**config.mk**
```make
export PLATFORM = sky130hd
export DESIGN_NAME = fb_rect_fill
export DESIGN_NICKNAME = d
export VERILOG_FILES = /design/src/rtl/fb_rect_fill.sv
export SDC_FILE = /design/constraint.sdc
export NUM_CORES = 1
export LEC_CHECK = 0
export BUFFER_PORTS_ARGS = -buffer_cell sky130_fd_sc_hd__buf_2
export CORE_ASPECT_RATIO = 0.75
export CORE_MARGIN = 10
export CORE_UTILIZATION = 40
export DETAILED_ROUTE_END_ITERATION = 8
export PLACE_DENSITY_LB_ADDON = 0.25
export SLEW_MARGIN = 20
export SYNTH_ARGS = -nofsm -noshare
export SYNTH_HDL_FRONTEND = slang
export SYNTH_SLANG_ARGS = --single-unit
```
**constraint.sdc**
```tcl
create_clock -name clock -period 7.4 [get_ports clock]
set_clock_uncertainty 0.15 [all_clocks]
set_input_delay 2.22 -clock clock [delete_from_list [all_inputs] [get_ports clock]]
set_output_delay 2.22 -clock clock [all_outputs]
set_load 0.02 [all_outputs]
```
**src/rtl/fb_rect_fill.sv**
```systemverilog
// Rectangle-fill engine: clips a solid-colour rectangle to the framebuffer
// and writes it through port A at one pixel per clock.
module fb_rect_fill #(
    parameter int H_RES  = 320,
    parameter int V_RES  = 240,
    parameter int ADDR_W = 17,
    parameter int PIX_W  = 12
) (
    input  logic              clock,
    input  logic              reset,
    input  logic              start,
    input  logic [8:0]        x0,
    input  logic [7:0]        y0,
    input  logic [8:0]        width,
    input  logic [7:0]        height,
    input  logic [PIX_W-1:0]  color,
    input  logic              sync_vblank,
    input  logic              vblank,
    output logic              busy,
    output logic              done,
    output logic [ADDR_W-1:0] fb_addr,
    output logic [PIX_W-1:0]  fb_data,
    output logic              fb_we
);

    typedef enum logic [2:0] {
        IDLE,
        WAIT_VB,
        SETUP,
        FILL,
        DONE
    } state_t;

    localparam logic [8:0]        H_LIM  = 9'(H_RES);
    localparam logic [7:0]        V_LIM  = 8'(V_RES);
    localparam logic [ADDR_W-1:0] H_STEP = ADDR_W'(H_RES);

    state_t             state;
    logic [8:0]         x0_q;
    logic [7:0]         y0_q;
    logic [8:0]         w_q;
    logic [7:0]         h_q;
    logic [PIX_W-1:0]   color_q;
    logic [8:0]         x_cur;
    logic [8:0]         col_left;
    logic [7:0]         row_left;
    logic [8:0]         w_eff_q;
    logic [ADDR_W-1:0]  row_base;

    logic               x_out;
    logic               y_out;
    logic [8:0]         x_room;
    logic [7:0]         y_room;
    logic [8:0]         w_eff;
    logic [7:0]         h_eff;
    logic [ADDR_W-1:0]  base_init;

    // Clip against the screen edges using the latched request.
    always_comb begin
        x_out  = (x0_q >= H_LIM);
        y_out  = (y0_q >= V_LIM);
        x_room = H_LIM - x0_q;
        y_room = V_LIM - y0_q;
        w_eff  = 9'd0;
        h_eff  = 8'd0;
        if (!x_out) begin
            w_eff = (w_q < x_room) ? w_q : x_room;
        end
        if (!y_out) begin
            h_eff = (h_q < y_room) ? h_q : y_room;
        end
        if (H_RES == 320) begin
            base_init = (ADDR_W'(y0_q) << 8) + (ADDR_W'(y0_q) << 6);
        end else begin
            base_init = ADDR_W'(y0_q) * H_STEP;
        end
    end

    always_ff @(posedge clock) begin
        if (reset) begin
            state    <= IDLE;
            busy     <= 1'b0;
            done     <= 1'b0;
            fb_we    <= 1'b0;
            fb_addr  <= '0;
            fb_data  <= '0;
            x0_q     <= '0;
            y0_q     <= '0;
            w_q      <= '0;
            h_q      <= '0;
            color_q  <= '0;
            x_cur    <= '0;
            col_left <= '0;
            row_left <= '0;
            w_eff_q  <= '0;
            row_base <= '0;
        end else begin
            fb_we <= 1'b0;
            unique case (state)
                IDLE: begin
                    done <= 1'b0;
                    if (start) begin
                        x0_q    <= x0;
                        y0_q    <= y0;
                        w_q     <= width;
                        h_q     <= height;
                        color_q <= color;
                        state   <= sync_vblank ? WAIT_VB : SETUP;
                    end
                end
                WAIT_VB: begin
                    busy <= 1'b1;
                    if (vblank) begin
                        state <= SETUP;
                    end
                end
                SETUP: begin
                    busy     <= 1'b1;
                    x_cur    <= x0_q;
                    col_left <= w_eff;
                    row_left <= h_eff;
                    w_eff_q  <= w_eff;
                    row_base <= base_init;
                    if (x_out || y_out || w_eff == 9'd0 || h_eff == 8'd0) begin
                        state <= DONE;
                    end else begin
                        state <= FILL;
                    end
                end
                FILL: begin
                    fb_we   <= 1'b1;
                    fb_addr <= row_base + ADDR_W'(x_cur);
                    fb_data <= color_q;
                    if (col_left == 9'd1) begin
                        if (row_left == 8'd1) begin
                            state <= DONE;
                        end else begin
                            row_left <= row_left - 8'd1;
                            col_left <= w_eff_q;
                            x_cur    <= x0_q;
                            row_base <= row_base + H_STEP;
                        end
                    end else begin
                        col_left <= col_left - 9'd1;
                        x_cur    <= x_cur + 9'd1;
                    end
                end
                DONE: begin
                    // Hold DONE through the pulse so a start during it is dropped.
                    if (!done) begin
                        done <= 1'b1;
                        busy <= 1'b0;
                    end else begin
                        done  <= 1'b0;
                        state <= IDLE;
                    end
                end
                default: begin
                    state <= IDLE;
                end
            endcase
        end
    end

endmodule

```
# ---- Word level (Yosys, flattened, before mapping)
# Index checks and enable logic that the tools add are counted.
dict set report word_totals {
  register_bits 133
  inputBits 51
}
dict set report classes {
  add_sub_neg 8
  magnitude_cmp 4
  n_eq_ne 14
  muxes 29
  reduce_logical 15
}
# op n
set op_table {}
lappend op_table {{$mux 9} 6}
lappend op_table {{$pmux 9 s2} 2}
lappend op_table {{$mux 17} 2}
lappend op_table {{$pmux 17 s2} 1}
lappend op_table {{$mux 8} 4}
lappend op_table {{$mux 3} 6}
lappend op_table {{$add 16x14->17} 1}
lappend op_table {{$add 17x9->17} 1}
lappend op_table {{$add 17x9->17 const B} 1}
lappend op_table {{$pmux 8 s2} 1}
lappend op_table {{$pmux 3 s5} 1}
lappend op_table {{$ne 2x2->1 const B} 7}
lappend op_table {{$add 9x1->9 const B} 1}
lappend op_table {{$eq 9x1->1 const B} 1}
lappend op_table {{$ge 9x9->1 const B} 1}
lappend op_table {{$logic_not 9->1} 1}
lappend op_table {{$lt 9x9->1} 1}
lappend op_table {{$sub 9x1->9 const B} 1}
lappend op_table {{$sub 9x9->9 const A} 1}
lappend op_table {{$eq 8x1->1 const B} 1}
lappend op_table {{$ge 8x8->1 const B} 1}
lappend op_table {{$logic_not 8->1} 1}
lappend op_table {{$lt 8x8->1} 1}
lappend op_table {{$sub 8x1->8 const B} 1}
lappend op_table {{15 further kinds} 25}

# ---- Logic depth before layout (Yosys ltp)
dict set report depth {
  word_depth 9
  mapped_depth 15
  depth_no_buf 14
}

# ---- Worst setup path after synthesis
# No wires, ideal clock.
dict set report synth_path {
  path_kind {in2reg}
  from {input start}
  to {register color_q[11]}
  setup_ns 0.132
  arrival_time_ns 3.320
  required_ns 7.118
  slack_ns 3.798
  stages 5
  n_path_buf 2
  path_cell_list {or4b_2 clkbuf_1 clkbuf_1 nand2_1 a21oi_1}
}
dict set report synth_via {
  elab_chain_len 1
}
# item line
set synth_rtl {}
lappend synth_rtl {{from (decl)} 11} ;# input logic start,
lappend synth_rtl {{$reduce_and 2->1 (no line)} --}
lappend synth_rtl {{to (signal assigned)} 107} ;# color_q <= color;
lappend synth_rtl {{to (decl)} 43} ;# logic [PIX_W-1:0] color_q;
# Every way passes these cells.
# A chain may end at the register's enable or synchronous reset.

# ---- Final worst setup path
dict set report layout_path {
  from {register x0_q[0]}
  to {register col_left[5]}
}
dict set report layout_via {
  elab_chain_len 5
  elab_cells_between_ends 6
  classes_between {add/sub: 1; order compare: 2; mux: 3}
}
# item line
set layout_rtl {}
lappend layout_rtl {{from (decl)} 39} ;# logic [8:0] x0_q;
lappend layout_rtl {{from (signal assigned)} 87} ;# x0_q <= '0;
lappend layout_rtl {{from (signal assigned)} 103} ;# x0_q <= x0;
lappend layout_rtl {{$sub 9x9->9} 62} ;# x_room = H_LIM - x0_q;
lappend layout_rtl {{$lt 9x9->1} 67} ;# w_eff = (w_q < x_room) ? w_q : x_room;
lappend layout_rtl {{$mux 9} 67}
lappend layout_rtl {{$mux 9 (*)} 66} ;# if (!x_out) begin
lappend layout_rtl {{$pmux 9 s2 (*)} 99} ;# unique case (state)
lappend layout_rtl {{to (signal assigned)} 120} ;# col_left <= w_eff;
lappend layout_rtl {{to (signal assigned)} 139} ;# col_left <= w_eff_q;
lappend layout_rtl {{to (signal assigned)} 144} ;# col_left <= col_left - 9'd1;
lappend layout_rtl {{to (decl)} 45} ;# logic [8:0] col_left;
# Every way passes the cells marked *; elsewhere a longest branch is shown, timed or not.

==> run_summary.xml <==
<?xml version="1.0" encoding="UTF-8"?>
<metrics>
  <group name="run_status">
    <metric name="run_status" unit="">completed</metric>
  </group>
  <group name="power">
    <metric name="power.ir.vdd_worst" unit="mV">0.1655</metric>
    <metric name="power.density" unit="mW/mm2">363.2</metric>
    <metric name="cellLeakagePower" unit="nW">3.133</metric>
  </group>
  <group name="floorplan">
    <metric name="die_area" unit="mm2">0.02279</metric>
    <metric name="rows" unit="">41</metric>
    <metric name="initial_utilization" unit="%">40.66</metric>
    <metric name="die_y" unit="um">133.3</metric>
    <metric name="chipWidth" unit="um">171.0</metric>
    <metric name="core_area" unit="mm2">0.01683</metric>
    <metric name="io_pins" unit="">83</metric>
  </group>
  <group name="clock_tree">
    <metric name="post_cts.repair.setup_buffers" unit="">0</metric>
    <metric name="cts.htree.levels" unit="">4</metric>
    <metric name="clock-sinks" unit="">127</metric>
    <metric name="hold_buffers" unit="">0</metric>
    <metric name="clk_transition_reported_paths" unit="ns">0.06</metric>
    <metric name="clock_path_buffers" unit="">2</metric>
    <metric name="post_cts_resize_count" unit="">0</metric>
    <metric name="clock_insertion_delay_worst_skew" unit="ns">0.42</metric>
    <metric name="tritoncts" unit="">done</metric>
    <metric name="number_of_buffers_created_by_cts" unit="">17</metric>
    <metric name="cts_root_buf" unit="">sky130_fd_sc_hd__clkbuf_16</metric>
  </group>
  <group name="logic_synthesis">
    <metric name="yosys.area.top_type_share" unit="%">37.16</metric>
    <metric name="synth.lib_cells_used.distinct" unit="">60</metric>
    <metric name="synth_edf_count" unit="">0</metric>
    <metric name="cell_type_with_the_largest_total_area_after_synthesis" unit="">sky130_fd_sc_hd__dfxtp_1</metric>
    <metric name="syn-instance-count" unit="">914</metric>
    <metric name="yosys_warnings" unit="">0</metric>
    <metric name="synth_nets" unit="">998</metric>
    <metric name="synthesis.area_per_instance" unit="um2">7.485</metric>
    <metric name="synth-main-ff-cell" unit="">sky130_fd_sc_hd__dfxtp_1</metric>
    <metric name="synth_async_sr_flop_share" unit="%">0</metric>
    <metric name="netlist_area" unit="mm2">0.006842</metric>
    <metric name="seq_area_frac_synth" unit="%">37.16</metric>
    <metric name="cell_types_occupying_the_most_area_after_synthesis" unit="">sky130_fd_sc_hd__dfxtp_1 37%, sky130_fd_sc_hd__nand2_1 10%, sky130_fd_sc_hd__a21oi_1 9.1%</metric>
    <metric name="ys_seq_elements" unit="">127</metric>
  </group>
  <group name="layout">
    <metric name="final_net_count" unit="">1048</metric>
    <metric name="share_of_post_route_cells_with_drive_strength_above_1" unit="%">14.23</metric>
    <metric name="most_frequent_standard_cell_in_the_layout_excluding_fill_and_tap_cells" unit="">sky130_fd_sc_hd__nand2_1</metric>
    <metric name="antenna_cells_inserted" unit="">0</metric>
    <metric name="final_util" unit="%">47.24</metric>
    <metric name="growth_of_design_area_from_synthesis_to_finish" unit="%">16.19</metric>
    <metric name="stdcell_count" unit="">1192</metric>
    <metric name="layout_common_cells" unit="">190 x sky130_fd_sc_hd__nand2_1, 127 x sky130_fd_sc_hd__dfxtp_1, 124 x sky130_fd_sc_hd__a21oi_1</metric>
    <metric name="final_area" unit="mm2">0.007949</metric>
  </group>
  <group name="sta">
    <metric name="timing.final.setup_violations" unit="">0</metric>
    <metric name="final_period_minus_worst_setup_slack" unit="ns">3.937</metric>
    <metric name="timing.setup.tns" unit="ns">0</metric>
    <metric name="worst_pin_slew" unit="ns">1.106</metric>
    <metric name="fmaxAchievable" unit="MHz">254.0</metric>
    <metric name="finalHoldViolCount" unit="">0</metric>
    <metric name="slew_headroom" unit="%">26.28</metric>
    <metric name="report.final.slew_viol_count" unit="">0</metric>
    <metric name="layout_worst_path_cycle_share" unit="%">53.20</metric>
    <metric name="grt_setup_unrepaired" unit="">false</metric>
  </group>
  <group name="critical_path">
    <metric name="kind_of_critical_path" unit="">flip-flop to flip-flop</metric>
    <metric name="worstReg2RegStart" unit="">x0_q[0]</metric>
    <metric name="critPathCaptureType" unit="">flip-flop</metric>
    <metric name="r2r_end" unit="">col_left[5]</metric>
    <metric name="crit_arrival" unit="ns">4.05</metric>
    <metric name="worstPathRequired" unit="ns">7.51</metric>
    <metric name="critPathLaunchType" unit="">flip-flop</metric>
    <metric name="setup.reg_to_reg.worst_slack" unit="ns">3.46</metric>
    <metric name="path_max_fanout" unit="">15</metric>
    <metric name="rr_worst_depth" unit="">13</metric>
  </group>
  <group name="placed_design">
    <metric name="buffer_ports.inserted" unit="">82</metric>
    <metric name="post-place-cells" unit="">1160</metric>
    <metric name="post-dp-hpwl" unit="mm">12.96</metric>
    <metric name="place_congestion" unit="">0.8880</metric>
    <metric name="postPlaceCellArea" unit="mm2">0.007356</metric>
  </group>
  <group name="routing">
    <metric name="drt_pre_antenna_iters" unit="">5</metric>
    <metric name="final_antenna_net_count" unit="">0</metric>
    <metric name="remaining_drc_errors" unit="">0</metric>
    <metric name="via_count_of_the_routed_design" unit="">6534</metric>
    <metric name="post_drt_wl_per_cell" unit="um">15.54</metric>
    <metric name="dr.first_iter.drc_count" unit="">386</metric>
    <metric name="detail_route.vias_per_cell" unit="">5.482</metric>
    <metric name="finalWirelength" unit="mm">18.52</metric>
  </group>
  <group name="job">
    <metric name="max_capacitance_violation_count" unit="">0</metric>
  </group>
  <group name="min_path">
    <metric name="worst_hold_path.endpoint" unit="">fb_data[3]</metric>
    <metric name="hold_path.startpoint" unit="">fb_data[3]</metric>
    <metric name="hold-path-cell-count" unit="">2</metric>
    <metric name="hold_wc_path_type" unit="">flip-flop to flip-flop</metric>
  </group>
  <group name="global_route">
    <metric name="grt_antenna_before_repair" unit="">0</metric>
    <metric name="grt_util_all_layers" unit="%">16.42</metric>
    <metric name="grt-ovfl-total" unit="">0</metric>
    <metric name="grt_pass1_vias" unit="">6091</metric>
    <metric name="pin_count_of_the_biggest_net_entering_global_routing" unit="">87</metric>
    <metric name="grt_first_pass_wirelength" unit="mm">30.93</metric>
  </group>
</metrics>
## synth_stat cells (10+ instances only)
library cell and number:
sky130_fd_sc_hd__nand2_1 191, sky130_fd_sc_hd__dfxtp_1 127, sky130_fd_sc_hd__a21oi_1 125, sky130_fd_sc_hd__nor2_1 77, sky130_fd_sc_hd__clkbuf_1 48, sky130_fd_sc_hd__o21ai_0 38, sky130_fd_sc_hd__ha_1 32, sky130_fd_sc_hd__inv_1 30
sky130_fd_sc_hd__nor3_1 30, sky130_fd_sc_hd__xnor2_1 16, sky130_fd_sc_hd__nand3_1 13, sky130_fd_sc_hd__a211oi_1 12, sky130_fd_sc_hd__a22oi_1 12, sky130_fd_sc_hd__or3_1 10
## report_power, final
group | leakage, nW | internal (mW) | switching (mW)
Clock | 0.269 | 0.512 | 0.322
Combinational | 1.83 | 0.414 | 0.663
Sequential | 1.03 | 0.812 | 0.164
Total | 3.13 | 1.74 | 1.15
## flip-flops by register name, indices dropped and copies added (netlist names)
name	count
busy	1
col_left	9
color_q	12
done	1
fb_addr	17
fb_data	12
fb_we	1
h_q	8
row_base	11
row_left	8
state	3
w_eff_q	9
w_q	9
x0_q	9
x_cur	9
y0_q	8
## cells by family after synthesis
logic type | share of synthesized area, %
simple gates | 24.65
xor+xnor | 2.944
flops | 37.16
mux | 2.506
buf+inv | 4.846
fa+ha+maj | 6.145
compound gates | 21.75
## per-stage QoR
stage               hold slack, ns  power, mW  setup slack (ns)
floorplan                   0.2821      1.786             3.798
global placement            0.2911      2.049             3.162
detailed placement          0.2934      2.055             3.336
CTS                         0.3018      2.896             3.484
global route                0.3174      3.114             3.055
finish                      0.3012      2.887             3.463
## worst max path at each step
stage | start | cells past startpoint | slack, ns | end
floorplan | start | 5 | 3.80 | color_q[11]
global placement | x0_q[0] | 13 | 3.16 | col_left[5]
detailed placement | reset | 4 | 3.34 | state[1]
CTS | x0_q[0] | 13 | 3.48 | col_left[5]
global route | x0_q[0] | 13 | 3.05 | col_left[5]
finish | x0_q[0] | 13 | 3.46 | col_left[5]
## worst max-delay path, cell delays in order (launching register included)
cell and delay (ns):
sky130_fd_sc_hd__dfxtp_1 0.40, sky130_fd_sc_hd__inv_1 0.13, sky130_fd_sc_hd__ha_1 0.22, sky130_fd_sc_hd__or4b_4 0.49, sky130_fd_sc_hd__o21a_1 0.20, sky130_fd_sc_hd__nor2_1 0.13
sky130_fd_sc_hd__xnor2_1 0.15, sky130_fd_sc_hd__ha_1 0.29, sky130_fd_sc_hd__a21oi_1 0.14, sky130_fd_sc_hd__o21ai_0 0.11, sky130_fd_sc_hd__a21oi_2 0.55, sky130_fd_sc_hd__mux2_2 0.42
sky130_fd_sc_hd__a221oi_1 0.30, sky130_fd_sc_hd__nor3_1 0.09
## routing by layer
layer,routed length [um],up-vias,track usage [%]
met2,8508,132,25.36
li1,-,3301,-
met5,0,-,0
met4,154,0,4.289
met1,9001,3092,22.23
met3,856,9,4.073
## layout make-up
type / instances / area [um2]
fill: 1741 / 8877
clock inverter: 13 / 140.1
timing repair buffer: 87 / 450.4
inverter: 30 / 112.6
multi-input combinational: 701 / 3981
tap: 215 / 269.0
clock buffer: 19 / 452.9
sequential: 127 / 2542
No activity file was read; power rests on OpenSTA's default activity.
